File: src/rtl/mac8_fir.sv
// mac8_fir: 8-tap symmetric (linear-phase) FIR filter for a signed int8 stream.
// A new sample is accepted on every clock. The registered 16-bit result covers
// the current input and the 7 previous samples held in the delay line.
// Symmetric taps share a multiplier through a 9-bit pre-adder. The exact
// 20-bit sum is arithmetically shifted and then saturated to 16 bits.
module mac8_fir #(
  parameter int H0    = -3,
  parameter int H1    = 10,
  parameter int H2    = 40,
  parameter int H3    = 80,
  parameter int SHIFT = 0
) (
  input  logic              clk,
  input  logic              RstN,  // active-high asynchronous reset despite the name
  input  logic signed [7:0] X,
  output logic signed [15:0] Yn
);

  localparam logic signed [7:0] H0_C = 8'(H0);
  localparam logic signed [7:0] H1_C = 8'(H1);
  localparam logic signed [7:0] H2_C = 8'(H2);
  localparam logic signed [7:0] H3_C = 8'(H3);

  localparam logic signed [19:0] SAT_MAX = 20'sd32767;
  localparam logic signed [19:0] SAT_MIN = -20'sd32768;

  // Delay line: dly_q[k] holds x[n-k] as seen by the combinational datapath.
  logic signed [7:0]  dly_q [1:7];
  logic signed [7:0]  dly_d [1:7];

  logic signed [8:0]  s0, s1, s2, s3;
  logic signed [16:0] p0, p1, p2, p3;
  logic signed [19:0] acc;
  logic signed [19:0] acc_s;
  logic signed [15:0] y_d;
  logic signed [15:0] y_q;

  // Shift the delay line by one sample per clock, with the live input entering at tap 1.
  always_comb begin
    dly_d[1] = X;
    for (int k = 2; k <= 7; k++) begin
      dly_d[k] = dly_q[k-1];
    end
  end

  // Pre-add symmetric tap pairs. The 9-bit width holds the sum of two int8 values exactly.
  always_comb begin
    s0 = 9'(X)        + 9'(dly_q[7]);
    s1 = 9'(dly_q[1]) + 9'(dly_q[6]);
    s2 = 9'(dly_q[2]) + 9'(dly_q[5]);
    s3 = 9'(dly_q[3]) + 9'(dly_q[4]);
  end

  // Multiply with 17-bit operands so that the products come out signed and exact.
  always_comb begin
    p0 = 17'(s0) * 17'(H0_C);
    p1 = 17'(s1) * 17'(H1_C);
    p2 = 17'(s2) * 17'(H2_C);
    p3 = 17'(s3) * 17'(H3_C);
  end

  // Sum the products in a two-level tree. 20 bits cannot overflow for four 17-bit terms.
  always_comb begin
    acc = (20'(p0) + 20'(p1)) + (20'(p2) + 20'(p3));
  end

  // Apply the arithmetic right shift, which floors, then clamp to the 16-bit output range.
  always_comb begin
    acc_s = acc >>> SHIFT;
    if (acc_s > SAT_MAX) begin
      y_d = 16'sh7fff;
    end else if (acc_s < SAT_MIN) begin
      y_d = -16'sh8000;
    end else begin
      y_d = acc_s[15:0];
    end
  end

  // Register the delay line and the output. Reset clears all history immediately.
  always_ff @(posedge clk or posedge RstN) begin
    if (RstN) begin
      for (int k = 1; k <= 7; k++) begin
        dly_q[k] <= '0;
      end
      y_q <= '0;
    end else begin
      for (int k = 1; k <= 7; k++) begin
        dly_q[k] <= dly_d[k];
      end
      y_q <= y_d;
    end
  end

  assign Yn = y_q;

endmodule

File: config.mk
export PLATFORM = sky130hd
export DESIGN_NAME = mac8_fir
export DESIGN_NICKNAME = d
export VERILOG_FILES = /design/src/rtl/mac8_fir.sv
export SDC_FILE = /design/constraint.sdc
export NUM_CORES = 1
export LEC_CHECK = 0
export CAP_MARGIN = 20
export CORE_MARGIN = 4
export CORE_UTILIZATION = 46
export CTS_CLUSTER_DIAMETER = 150
export DETAILED_ROUTE_END_ITERATION = 10
export GPL_TIMING_DRIVEN = 0
export PLACE_DENSITY = 0.66
export SYNTH_ARGS = -nofsm -noshare
export SYNTH_HDL_FRONTEND = slang
export SYNTH_SLANG_ARGS = --single-unit
File: constraint.sdc
create_clock -name clk -period 6.55 [get_ports clk]
set_clock_uncertainty 0.15 [all_clocks]
set_input_delay 1.965 -clock clk [delete_from_list [all_inputs] [get_ports clk]]
set_output_delay 1.965 -clock clk [all_outputs]
set_load 0.1 [all_outputs]
### After elaboration in Yosys (flattened, before gate mapping)

Index checks and enable logic that the tools add are counted.

* register bits: 72
* latch bits: 0
* memory bits (writable): 0
* bits in read-only memories: 0
* output and inout bits: 16
* memories: 0

* add/subtract/negate cells: 7
* multiply operators: 4
* divide/modulo/power cells: 0
* $lt $le $gt $ge: 2
* equal/unequal tests: 0
* shifts and indexed selects: 0
* muxes and demuxes: 2
* bitwise operators: 0
* reductions and logical operators: 0

Operator list (count)
* 9-bit by 4-bit multiplier with 13-bit output, second input constant: 3
* 8-bit by 8-bit adder with 9-bit output: 4
* 16-bit two-way mux: 2
* 15-bit by 18-bit adder with 19-bit output: 1
* 19-bit by 16-bit > comparator with 1-bit output, second input constant: 1
* 19-bit by 16-bit < comparator with 1-bit output, second input constant: 1
* 16-bit by 17-bit adder with 18-bit output: 1
* 12-bit by 14-bit adder with 15-bit output: 1
* 9-bit by 3-bit multiplier with 12-bit output, second input constant: 1

### Longest topological paths before layout

* depth in word-level cells: 7
* gate-level depth with buffers: 31
* mapped depth without buffers: 30

### Worst setup path before layout

Ideal clock, no wire load.

* path kind: input-to-reg
* from: input port X[0]
* to: register y_q[0] (netlist: Yn[0])
* arrival time: 6.783 ns
* setup slack: -0.515 ns
* cell stages on the path: 22
* path buffers: 0
* cell sequence: ha_1 > fa_1 > a21o_1 > a21oi_1 > o21bai_1 > a21oi_1 > nor2b_1 > nor3_1 > mux2_2 > ha_1 > fa_1 > inv_1 > fa_1 > inv_1 > ha_1 > o211ai_1 > o21a_1 > a2111o_1 > a21boi_2 > o21ai_2 > o21ai_4 > a21oi_2

* longest elaborated chain between the ends: 7

RTL lines
* from (decl): line 15 `input logic signed [7:0] X,`
* 8-bit by 8-bit adder with 9-bit output *: line 48 `s0 = 9'(X) + 9'(dly_q[7]);`
* 9-bit by 3-bit multiplier with 12-bit output *: line 56 `p0 = 17'(s0) * 17'(H0_C);`
* 12-bit by 14-bit adder with 15-bit output *: line 64 `acc = (20'(p0) + 20'(p1)) + (20'(p2) + 20'(p3));`
* 15-bit by 18-bit adder with 19-bit output *: line 64
* 19-bit by 16-bit < comparator with 1-bit output: line 72 `end else if (acc_s < SAT_MIN) begin`
* 16-bit two-way mux: line 72
* 16-bit two-way mux *: line 70 `if (acc_s > SAT_MAX) begin`
* net y_d[0]: line 35 `logic signed [15:0] y_d;`
* to (signal assigned): line 90 `y_q <= y_d;`
* to (decl): line 36 `logic signed [15:0] y_q;`

Mark *: on every way through the listed nets, which the timed path passes. The rest lies on a longest branch.

### Final worst setup path

* from: input port X[2]
* to: register y_q[4] (netlist: Yn[4])

Same word-level chain as after synthesis.

==> summary.txt <==
Outcome
  – Outcome: finished with violations
  – Failing checks: negative setup slack

Global route
  – Grt total ovfl: 0
  – Gr usage total: 0.175
  – Number of global-route vias before repair: approximately 4.5k
  – Antenna violations before repair: 0
  – Largest net degree at the start of global routing: 73
  – First-pass GRT wire length: slightly above 20000 um

Min path
  – Hold Crit Class: register to register

Timing
  – Final period util: 1.02
  – Hold slack: 0.227 ns
  – TNS Setup: -0.978 ns
  – Worst Tran Pin Value: slightly below 1 ns
  – Min cycle time layout: between 6 and 7 ns
  – RSZ-0062 raised after global routing: true
  – Worst Slack Setup Final: -0.0988 ns
  – Slew headroom: 0.354
  – Max Clk Rate: 150 MHz
  – Pins Over Slew Limit: 0
  – Final Setup Violations: 15
  – Fin. Hold Viols: 0

Clock network
  – Clk sinks: between 70 and 80
  – H-tree depth: 3
  – Root Driver: clkbuf_16
  – Cts hold-fix bufs: 0
  – Clk pin slew, worst setup/hold paths: roughly 0.060 ns
  – Cts bufs inserted: 9
  – CTS tree: built
  – Max clock buf depth: 2
  – Clk_lat worst skew: 0.34 ns

Yosys
  – Top cell type's share of synthesized area: 0.293
  – Post-synth top area cell: dfrtp_1
  – Synth area leaders: dfrtp_1, ha_1, fa_1
  – Fraction of registers with async set/reset: 1.00
  – Synth Instances: 578
  – Count of unique library cells instantiated by Yosys: 51
  – Post-Syn Area per Cell: about 11 um2
  – Top FF cell, synth: dfrtp_1
  – YS warnings: 0
  – Post-synth EDFFs: 0
  – Synthesized cell area: about 6100 um2
  – Synth Register Bits: 72
  – Syn_nets: 733
  – Register area share after synthesis: 0.293

Detailed routing
  – Via density per instance: around 5.2
  – Drt total wl: ~13000 um
  – Highest metal used: met4
  – Initial DRT Pass Iterations: 4
  – Vias: approximately 4.3k
  – DRC errors left: 0
  – Post-DR wirelength/cell: roughly 15 um
  – DR iter-0 viols: 127
  – WL met2: roughly 6300 um
  – M1 WL: between 5000 and 6000 um
  – Length of routed met3 wiring: 357 um
  – Final ANT Viol Nets: 0

Critical path
  – CP startpoint kind: primary input
  – CP max FO: 5
  – WP buf/inv: 4
  – Slowest cell delay on critical path: 0.49 ns
  – Top cell family by delay on the critical path: adder cells
  – Crit-path slowest cell: fa_1
  – WS Path Type: primary input to register
  – Crit path cell chain: dlygate4sd2_1 -> ha_4 -> a21o_1 -> a21oi_2 -> o21bai_1 -> a21oi_2 -> nor2b_1 -> nor3_2 -> mux2_4 -> ha_4 -> fa_1 -> inv_1 -> fa_1 -> inv_2 -> ha_4 -> o211ai_1 -> o21a_1 -> a2111o_1 -> and3b_4 -> nor3_4 -> a21oi_4 -> buf_6 -> a21oi_2
  – CP Data Arrival Time: 6.76 ns
  – Required time of the critical path: approximately 6.7 ns
  – Worst Setup End Kind: register

Run
  – Max-Cap Viols: 0

Floorplanning
  – Core area: approximately 13000 um2
  – Starting Density: 0.479
  – DIE WIDTH: approximately 120 um
  – # IOs: 26
  – Die Ht: around 120 um
  – Die area: about 15000 um2
  – Cell Rows: approximately 40

Placed design
  – Port-buffer cells: 25
  – RePlAce Congestion: between 0.8 and 0.9
  – Dpl cell area: approximately 6700 um2
  – Final HPWL DP: 9430 um

Finish
  – Diode count: 0
  – Area delta synth->final: 28.0%
  – Finished Core Util: 0.613
  – Fin area: 7860 um2
  – Total Nets Final: ~800
  – Layout cell share with drive strength beyond 1: 0.262
-- state kept, by name, indices dropped and copies added, names as in the netlist --
signal  flops
Yn         16
dly_d      48
dly_q       8
-- cells in the mapped netlist (2+ instances only) --
cell type	count
ha_1	103
inv_1	86
dfrtp_1	72
fa_1	42
xnor2_1	35
a21oi_1	30
a21o_1	20
nor2_1	20
xor2_1	19
nand2_1	18
o21ai_1	13
a21oi_2	12
o21ai_0	12
nand3_1	8
nor2b_1	7
o21bai_1	7
a21boi_1	6
o211ai_1	6
o21a_1	6
a31oi_1	5
nand2b_1	5
nor3_1	5
a211oi_1	4
and2_1	3
a211o_1	2
buf_4	2
nor3b_1	2
o31ai_1	2
o41ai_1	2
or2_2	2
or3_1	2
-- cell usage in the layout, fill, tap and decap left out, types with 12 or more instances in the layout --
cell type / n
a21o_1: 20
a21oi_1: 13
a21oi_2: 26
buf_4: 31
clkdlybuf4s50_1: 20
dfrtp_1: 72
fa_1: 36
ha_1: 80
ha_4: 20
inv_1: 77
nand2_1: 16
nor2_1: 18
o21ai_1: 12
xnor2_1: 27
xor2_1: 15
-- per-stage QoR --
stage,setup slack [ns],std cells
2_1_floorplan,-0.180,578
3_3_place_gp,-1.06,775
3_5_place_dp,-1.08,775
4_1_cts,-0.0814,813
5_1_grt,-0.356,824
6_report,-0.0988,824
-- layout make-up --
class	count	area (um2)
clock inverter	6	91.3
timing repair buffer	58	510
clock buffer	10	229
sequential	72	1800
tap	172	215
inverter	86	325
fill	1000	4970
buffer	3	30.0
multi-input combinational	417	4650
-- what timing repair did --
item | CTS | global route
pin swaps | 50 | 64
cloned | 1 | 0
gates resized for setup | 75 | 47
endpoints found under the setup margin | 16 | 16
setup buffers | 21 | 11
-- cells by family (layout without fill, tap and decap cells) --
logic type,after synthesis,after routing,synth area share
XOR/XNOR,54,54,0.0770
flip-flops,72,72,0.293
adder cells (fa/ha/maj),145,145,0.347
AO/OA/AOI/OAI,140,140,0.160
buffers and inverters,89,163,0.0569
multiplexers,2,2,0.00346
AND/OR/NAND/NOR,76,76,0.0624
-- metal layers --
layer	GRT usage	up-vias
li1	-	2100
met4	0.0616	0
met1	0.226	2128
met2	0.295	63
met3	0.0311	28
met5	0	-
-- path summary, 6_finish.rpt --
check	startpoint	end	slack (ns)	cells past startpoint
max	X[2]	Yn[4]$_DFF_PP0_	-0.1	23
min	dly_d[26]$_DFF_PP0_	dly_d[18]$_DFF_PP0_	0.23	0
max reg2reg	dly_d[40]$_DFF_PP0_	Yn[4]$_DFF_PP0_	-0.09	30
min reg2reg	dly_d[26]$_DFF_PP0_	dly_d[18]$_DFF_PP0_	0.23	0
max in group asynchronous	RstN	Yn[6]$_DFF_PP0_	3.69	2
min in group asynchronous	RstN	dly_d[25]$_DFF_PP0_	2.01	2
Power is not shown: default switching activity piles up to over one toggle a cycle in this logic, so the estimate is an artifact.
